`config.mk`:
```
export PLATFORM = sky130hd
export DESIGN_NAME = ahb_simple_master
export DESIGN_NICKNAME = d
export VERILOG_FILES = /design/src/rtl/ahb_simple_master.sv
export SDC_FILE = /design/constraint.sdc
export NUM_CORES = 1
export LEC_CHECK = 0
export CAP_MARGIN = 40
export CORE_MARGIN = 3
export CORE_UTILIZATION = 37
export CTS_CLUSTER_DIAMETER = 40
export CTS_CLUSTER_SIZE = 20
export DETAILED_ROUTE_END_ITERATION = 12
export PLACE_DENSITY = 0.74
export REMOVE_ABC_BUFFERS = 1
export SKIP_CTS_REPAIR_TIMING = 1
export SLEW_MARGIN = 0
export SYNTH_ARGS = -nofsm -noshare
export SYNTH_HDL_FRONTEND = slang
export SYNTH_SLANG_ARGS = --single-unit
```
`constraint.sdc`:
```
create_clock -name hclk -period 1.3 [get_ports hclk]
set_clock_uncertainty 0.15 [all_clocks]
set_input_delay 0.26 -clock hclk [delete_from_list [all_inputs] [get_ports hclk]]
set_output_delay 0.26 -clock hclk [all_outputs]
set_load 0.02 [all_outputs]
```
`src/rtl/ahb_simple_master.sv`:
```
// ahb_simple_master: AHB-Lite initiator turning a valid/ready command stream into pipelined single transfers
//   hclk, hreset_n                         : bus clock, synchronous active-low reset
//   cmd_valid/cmd_ready/cmd_write/cmd_addr/
//   cmd_size/cmd_wdata                     : command stream in; accepted when cmd_valid & cmd_ready
//   rsp_valid/rsp_rdata/rsp_err            : one response pulse per accepted command, in acceptance order
//   hsel/haddr/htrans/hwrite/hsize/hwdata  : registered AHB-Lite master outputs (NONSEQ/IDLE only)
//   hrdata/hready/hresp                    : slave return path
//   busy                                   : address phase, data phase, cancel or response still in flight
//   timeout_err                            : sticky wait-state timeout; live only when AHB_SIMPLE_MASTER_TIMEOUT_EN
//                                            is defined, otherwise tied to 0
module ahb_simple_master #(
   parameter int ADDR_W = 3,
   parameter int DATA_W = 8,
   parameter int TIMEOUT_CYCLES = 16
) (
   input  logic              hclk,
   input  logic              hreset_n,
   input  logic              cmd_valid,
   output logic              cmd_ready,
   input  logic              cmd_write,
   input  logic [ADDR_W-1:0] cmd_addr,
   input  logic [2:0]        cmd_size,
   input  logic [DATA_W-1:0] cmd_wdata,
   output logic              rsp_valid,
   output logic [DATA_W-1:0] rsp_rdata,
   output logic              rsp_err,
   output logic              hsel,
   output logic [ADDR_W-1:0] haddr,
   output logic [1:0]        htrans,
   output logic              hwrite,
   output logic [2:0]        hsize,
   output logic [DATA_W-1:0] hwdata,
   input  logic [DATA_W-1:0] hrdata,
   input  logic              hready,
   input  logic              hresp,
   output logic              busy,
   output logic              timeout_err
);
   // haddr/hwrite/hsize double as the A-stage fields; a_wdata waits here until the data phase
   logic              a_valid;
   logic [DATA_W-1:0] a_wdata;
   logic              d_valid;
   logic              d_write;
   logic              cancel_pending;
   logic              accept;
   logic              d_done;
   logic              err_first;
   logic              cancel_emit;
   always_comb begin
      cmd_ready   = hreset_n & hready & ~hresp & ~cancel_pending;
      accept      = cmd_valid & cmd_ready;
      d_done      = d_valid & hready;
      err_first   = d_valid & hresp & ~hready;
      // the cancelled command answers once the errored transfer has left the D-stage
      cancel_emit = cancel_pending & ~d_valid;
   end
   assign htrans = a_valid ? 2'b10 : 2'b00;
   assign hsel   = a_valid | d_valid;
   assign busy   = a_valid | d_valid | cancel_pending | rsp_valid;
   always_ff @(posedge hclk) begin
      if (!hreset_n) begin
         a_valid        <= 1'b0;
         a_wdata        <= '0;
         haddr          <= '0;
         hwrite         <= 1'b0;
         hsize          <= '0;
         hwdata         <= '0;
         d_valid        <= 1'b0;
         d_write        <= 1'b0;
         cancel_pending <= 1'b0;
         rsp_valid      <= 1'b0;
         rsp_err        <= 1'b0;
         rsp_rdata      <= '0;
      end else begin
         rsp_valid <= d_done | cancel_emit;
         rsp_err   <= (d_done & hresp) | cancel_emit;
         rsp_rdata <= (d_done & ~hresp & ~d_write) ? hrdata : '0;
         if (hready) begin
            d_valid <= a_valid;
            d_write <= hwrite;
            hwdata  <= a_wdata;
            a_valid <= accept;
            if (accept) begin
               hwrite  <= cmd_write;
               haddr   <= cmd_addr;
               hsize   <= cmd_size;
               a_wdata <= cmd_wdata;
            end
         end else if (err_first) begin
            // first ERROR cycle: drop to IDLE and remember the command stranded in the address phase
            a_valid        <= 1'b0;
            cancel_pending <= cancel_pending | a_valid;
         end
         if (cancel_emit)
            cancel_pending <= 1'b0;
      end
   end
`ifdef AHB_SIMPLE_MASTER_TIMEOUT_EN
   localparam int TW = $clog2(TIMEOUT_CYCLES + 1);
   logic [TW-1:0] to_cnt;
   logic [TW-1:0] to_cnt_n;
   always_comb
      to_cnt_n = hready ? '0 : (d_valid && to_cnt != TW'(TIMEOUT_CYCLES)) ? to_cnt + TW'(1) : to_cnt;
   always_ff @(posedge hclk) begin
      if (!hreset_n) begin
         to_cnt      <= '0;
         timeout_err <= 1'b0;
      end else begin
         to_cnt      <= to_cnt_n;
         timeout_err <= timeout_err | (to_cnt_n == TW'(TIMEOUT_CYCLES));
      end
   end
`else
   // feature disabled: the limit parameter only folds into a constant 0
   assign timeout_err = (TIMEOUT_CYCLES < 0);
`endif
endmodule

```
* Word-level counts from Yosys, hierarchy flattened
Index checks and enable logic that the tools add are counted.
Word-level totals: bits in registers 37, bits of input ports 28
Operators by class: multiplexer cells 3, bitwise operators 23, reductions and logical operators 5
Operator list (count):
- 1-bit bitwise AND | 11
- 1-bit inverter | 6
- 1-bit OR | 6
- 2-bit AND reduction | 3
- 1-bit 2-to-1 mux | 2
- 2-bit 2-to-1 mux | 1
- 2-bit nonzero test | 1
- 2-bit OR reduction | 1

* Longest topological paths before layout
Gate-level depths: netlist of the first run.
word-level depth 5, depth in mapped cells 6

* Worst setup path before layout of the first run
No wires, ideal clock.
kind reg-to-output, from register d_valid, to output port busy, arrival time 1.100 ns, slack -0.210 ns, cell stages (with the launch flop) 3, path buffers 0, cell sequence dfxtp_1 > or2_2 > or3_1
Between the ends: cells in the longest elaborated chain, start to end 3
RTL lines:
- from (decl) | line 42 | logic d_valid;
- from (signal assigned) | line 79 | d_valid <= a_valid;
- 1-bit OR
- named net hsel | line 27 | output logic hsel,
- 1-bit OR (2 in series) | line 59 | assign busy = a_valid | d_valid | cancel_pending | rsp_valid;
- to (decl) | line 36 | output logic busy,
The timed path passes the listed nets, and every way through them passes these cells.

* Final worst setup path of the first run
from register d_valid, to output port busy
Between the ends: cells in the longest elaborated chain, start to end 3
RTL lines (line):
- 1-bit OR (3 in series) | 59
No other way between the ends.

==> results of run 1 <==
==> where the power goes <==
part	internal [W]	switching, W
Combinational	0.000148	0.000111
Clock	0.000371	0.000383
Sequential	0.00115	0.0000119
==> how the worst max path moves through the flow <==
stage / depth (start not counted) / to
floorplan: 3 / a_wdata[0]
global route: 3 / busy
detailed placement: 3 / cmd_ready
finish: 3 / busy
global placement: 3 / cmd_ready
CTS: 3 / busy
==> layout make-up <==
type | instances | area, um2
Inverter | 2 | 7.51
Tap cell | 46 | 57.6
Clock buffer | 6 | 72.6
Multi-Input combinational cell | 90 | 604
Timing Repair Buffer | 73 | 719
Sequential cell | 37 | 744
Clock inverter | 2 | 10.0
Fill cell | 299 | 1250
==> registers in the layout, summed over array words and instances, names as in the netlist <==
signal and count:
rsp_rdata 8, rsp_err 1, hwdata 8, rsp_valid 1, haddr 3, a_valid 1, hwrite 1, hsize 3
d_valid 1, cancel_pending 1, a_wdata 8, d_write 1
==> stage by stage <==
stage,setup slack [ns],total power [W]
after floorplan,-1.94,0.00127
after global placement,-0.800,0.00144
after detailed placement,-0.812,0.00145
after CTS,-0.857,0.00219
after global routing,-0.446,0.00227
final,-0.416,0.00218
==> cells in the mapped netlist (2+ instances only) <==
master | number | area, um2
and2_1 | 9 | 56.3
nand2_1 | 18 | 67.6
inv_1 | 2 | 7.51
dfxtp_1 | 37 | 741
nand3_1 | 15 | 75.1
a21boi_0 | 2 | 15.0
clkbuf_1 | 3 | 11.3
o21ai_2 | 10 | 87.6
buf_2 | 4 | 20.0
mux2i_1 | 10 | 100
buf_4 | 3 | 22.5
nor2b_1 | 10 | 62.6
o21ai_0 | 5 | 25.0
==> worst register-to-register path: cells and delay by family, from the launching register on <==
family | cells | cell delay [ns]
AOI/OAI and AO/OA | 1 | 0.05
buffers and inverters | 2 | 0.29
and+or+nand+nor | 2 | 0.47
DFF | 1 | 0.36
==> cells by family (layout without fill, tap and decap cells) <==
logic type             after synthesis  after routing  share of synthesized area (%)
buffers and inverters               14             83                           6.31
other                                1              2                          0.270
AO/OA/AOI/OAI                       19             19                           10.2
flip-flops                          37             37                           53.3
AND/OR/NAND/NOR                     59             59                           22.7
multiplexers                        10             10                           7.21
==> metal layers <==
metal  wire length (um)  global-route usage [%]  part of all wire (%)
met1               1450                    19.1                    42
met2               1700                    26.1                    49
met3                230                    4.49                   6.6
met4                 77                    8.35                   2.2
met5                  0                       0                     0
==> flow_summary.yaml, run 1 <==
pwr:
  leakagePower_nw: 1.26
  power_density_mw_per_mm2: 983
  ir_drop_v: 0.000553
routing:
  antenna_left: 0
  firstDrtPassIters: 4
  wl_per_cell_um: 13.5
  vias_per_cell: 4.73
  drc: 0
  vias: 1210
  drt-initial-drc-count: 48
  routed_wirelength_um: 3460
cells_and_area:
  antenna_cells: 0
  final_nets: 237
  drive_gt1_share_pct: 25.7
  areaGrowthSynthToFinish_pct: 59.5
  fin_util_pct: 63.9
  final_cell_mix: "36 x dfxtp_1, 24 x clkdlybuf4s50_1, 22 x dlymetal6s2s_1, 18 x nand2_1"
  instances_no_fill: 256
  final_area_mm2: 0.00222
  final_common_cell: "dfxtp_1"
sta:
  post-route-period-util_pct: 132
  rsz0062_at_grt: "true"
  timing.hold.ws_ns: 0.300
  tns_ns: -2.88
  period_minus_slack_ns: 1.72
  worst_slack_ns: -0.416
  setup_viol: 20
  hold_viol_final: 0
  clock.fmax_mhz: 583
  slew_viol_final: 0
outcome:
  outcome: "finished, violations left"
  violations: "setup timing"
floorplanning:
  die_y_um: 67.3
  die_w_um: 67.3
  placement_rows: 21
  start_util_pct: 40.0
  pin_count: 59
  dieArea_mm2: 0.00452
  core_area_mm2: 0.00347
global_routing:
  grt_pass1_vias: 1154
  grt_pass1_wl_um: 5350
  overflow: 0
  antenna_found_initial: 0
  grt_use_total_pct: 16.0
  grt_max_degree: 30
worst_setup_path:
  critPathTopFamily: "simple AND/OR/NAND/NOR gates"
  cp_num_buf_inv: 1
  critPathLaunchType: "register"
  slowest_delay_ns: 0.32
  crit_chain: "or2_4 -> or3_4 -> buf_6"
  worst-r2r-cell-count: 5
  r2r-end: "a_wdata[2]"
  startpoint: "d_valid"
  worst_setup_path_end_kind: "output port"
  r2r_slack_ns: -0.14
  reg2reg_from: "cancel_pending"
  worstPathRequired_ns: 0.89
  path_max_fanout: 2
  crit_type: "reg -> out"
  arrival_ns: 1.31
  cp_slowest_cell: "or3_4"
placement:
  placed_area_mm2: 0.00206
  place_inst: 246
  place.gp.congestion: 0.832
  hpwlAfterDp_um: 2490
  io_buffers: 56
synthesis:
  syn_area_per_cell_um2: 9.92
  synth_edf_count: 0
  synth_cell_types: 25
  ys.flop_type: "dfxtp_1"
  ys_async_sr_fraction_pct: 0
  ys_ff_latch: 37
  yosys_warnings: 0
  syn_inst: 140
  synth_area_mm2: 0.00139
  synth-seq-area-share_pct: 53.3
min_path:
  whs_endpoint: "rsp_err"
  hold_class: "in -> reg"
  hold_path_startpoint: "hresp"
  hold_depth: 4
clock_network:
  clk_pin_slew_ns: 0.07
  htreeDepth: 2
  clk_latency_ns: 0.29
  cts-buffers-inserted: 5
  clk_path_buf_depth: 2
  cts_root_buf: "clkbuf_8"
  cts_tree: "yes"
  cts_sinks: 37
run:
  maxCapViolations: 0
Note: power is estimated with default switching activity, not from simulation.
==> run 2, diff against run 1 <==
--- a/config.mk
+++ b/config.mk
@@ -8,9 +8,9 @@
 export CAP_MARGIN = 40
 export CORE_MARGIN = 3
-export CORE_UTILIZATION = 37
+export CORE_UTILIZATION = 44
 export CTS_CLUSTER_DIAMETER = 40
 export CTS_CLUSTER_SIZE = 20
 export DETAILED_ROUTE_END_ITERATION = 12
-export PLACE_DENSITY = 0.74
+export PLACE_DENSITY = 0.83
 export REMOVE_ABC_BUFFERS = 1
 export SKIP_CTS_REPAIR_TIMING = 1
==> constraint.sdc (replaced) <==
create_clock -name hclk -period 2 [get_ports hclk]
set_clock_uncertainty 0.15 [all_clocks]
set_input_delay 0.4 -clock hclk [delete_from_list [all_inputs] [get_ports hclk]]
set_output_delay 0.4 -clock hclk [all_outputs]
set_load 0.005 [all_outputs]
==> run 2 against run 1 <==
Against the previous run:
- the flow now finishes without violations
- combinational power is 44% lower
- utilization increased by 9.3 points
- cell area fell by 5.0%
- final cell count fell by 3.9%
- flip-flop and latch count unchanged
- via count fell by 2.6%
- register-to-register slack gained 0.43 ns
==> flow_summary.yaml, run 2 (same netlist as run 1, synthesis figures left out) <==
placement:
  hpwlAfterDp_um: 2380
  place.gp.congestion: 0.699
  place_ws_ns: -0.473
  io_buffers: 56
sta:
  period_minus_slack_ns: 1.93
  hold_viol_final: 0
  worst_slack_ns: 0.0702
  post-route-period-util_pct: 96.5
  rsz0062_at_grt: "false"
  setup_viol: 0
  clock.fmax_mhz: 518
  slew_viol_final: 0
global_routing:
  overflow: 0
  grt_use_total_pct: 17.0
  antenna_found_initial: 0
  grt_max_degree: 30
  grt_pass1_vias: 1144
  grt_pass1_wl_um: 5280
cells_and_area:
  antenna_cells: 0
  reg_top3: "a_wdata: 8 flops, hwdata: 8 flops, rsp_rdata: 8 flops"
  fin_util_pct: 73.2
  regArea_um2: 742
  areaGrowthSynthToFinish_pct: 51.6
  final_cell_mix: "52 x clkdlybuf4s50_1, 36 x dfxtp_1, 18 x nand2_1, 15 x nand3_1, 11 x buf_4"
  fillers: 204
  drive_gt1_share_pct: 17.2
  final_common_cell: "clkdlybuf4s50_1"
  final_nets: 231
  multi_input_area_um2: 582
floorplanning:
  core_area_mm2: 0.00288
  placement_rows: 19
  pin_count: 59
  start_util_pct: 48.3
  die_y_um: 62.2
  die_w_um: 62.2
  dieArea_mm2: 0.00387
pwr:
  power_frac_comb_pct: 10.1
  leakagePower_nw: 0.842
  power_density_mw_per_mm2: 682
  pwr-share-clk_pct: 37.0
  finalPower_w: 0.00144
  p_int_w: 0.00111
  switching_share_pct: 22.8
  ir_drop_v: 0.000672
  net-switching-power_w: 0.000328
  power_frac_seq_pct: 52.9
clock_network:
  clk_path_buf_depth: 2
  clk_latency_ns: 0.36
  htreeDepth: 2
  cts_sinks: 37
  cts_root_buf: "clkbuf_4"
  clk_pin_slew_ns: 0.10
  cts-buffers-inserted: 5
  cts_tree: "yes"
routing:
  vias: 1179
  routed_wirelength_um: 3210
  drc: 0
  wl_per_cell_um: 13.0
  firstDrtPassIters: 4
  antenna_left: 0
  vias_per_cell: 4.79
  drt-initial-drc-count: 15
worst_setup_path:
  critPathLaunchType: "primary input"
  worst-r2r-cell-count: 5
  cp_slowest_cell: "clkdlybuf4s50_1"
  arrival_ns: 1.38
  crit_chain: "clkdlybuf4s50_1 -> nor4bb_4 -> buf_2"
  cp_num_buf_inv: 2
  critPathTopFamily: "buffers and inverters"
  cp_num_cells: 3
  worst_setup_path_end_kind: "output port"
  crit_type: "in -> out"
  slowest_delay_ns: 0.52
  path_max_fanout: 2
  worstPathRequired_ns: 1.45
  r2r_slack_ns: 0.29
outcome:
  outcome: "completed"
min_path:
  hold_depth: 2
  hold_class: "reg -> reg"
run:
  maxCapViolations: 0
run 2: cell count changes in the layout (fill, tap and decap cells not counted), sizes merged:
cell,before,now
clkinvlp,0,1
clkinv,2,1
buf,20,13
clkdlybuf4s50,24,52
clkbuf,13,5
bufinv,0,1
dlymetal6s2s,22,2
run 2: layout make-up:
type / instances / share of cell area [%]
sequential: 37 / 35.2
clock buffer: 5 / 1.78
clock inverter: 3 / 2.20
multi-input combinational: 90 / 27.6
timing repair buffer: 67 / 30.3
tap: 42 / 2.50
inverter: 2 / 0.357
run 2: through the flow:
stage | instances | cell area [um2] | hold WS [ns] | setup TNS, ns
4_1_cts | 246 | 2100 | 0.320 | -0.795
2_1_floorplan | 129 | 1310 | 0.286 | -13.65
5_1_grt | 246 | 2110 | 0.339 | 0
3_5_place_dp | 238 | 2010 | 0.303 | -5.65
3_3_place_gp | 238 | 2010 | 0.296 | -6.09
6_report | 246 | 2110 | 0.317 | 0
run 2: power groups by stage:
stage	Combinational (W)	Sequential (W)	Clock (W)
detailed placement	0.000145	0.000776	0
global placement	0.000142	0.000775	0
global route	0.000156	0.000762	0.000575
finish	0.000145	0.000760	0.000531
floorplan	0.0000338	0.000776	0
CTS	0.000146	0.000760	0.000537
run 2: path summary, 6_finish.rpt:
path | from | endpoint
min reg2reg | a_wdata[3] | a_wdata[3]
max | hreset_n | cmd_ready
min | a_wdata[3] | a_wdata[3]
max reg2reg | cancel_pending | a_wdata[0]
run 2: per-layer routing:
metal  share of wire (%)  GRT usage (%)  vias up  routed length (um)
li1                    -              -      585                   -
met1                  44           18.9      543                1400
met2                  45           28.2       48                1450
met3                  10           8.11        3                 320
met4                 1.2           5.80        0                  39
met5                   0              0        -                   0
run 2: worst reg2reg max path, stage by stage, from the launching register on:
cell and delay (ns):
dfxtp_1 0.38, nor4bb_4 0.35, buf_4 0.27, and2_1 0.20, buf_4 0.16, o21ai_0 0.09
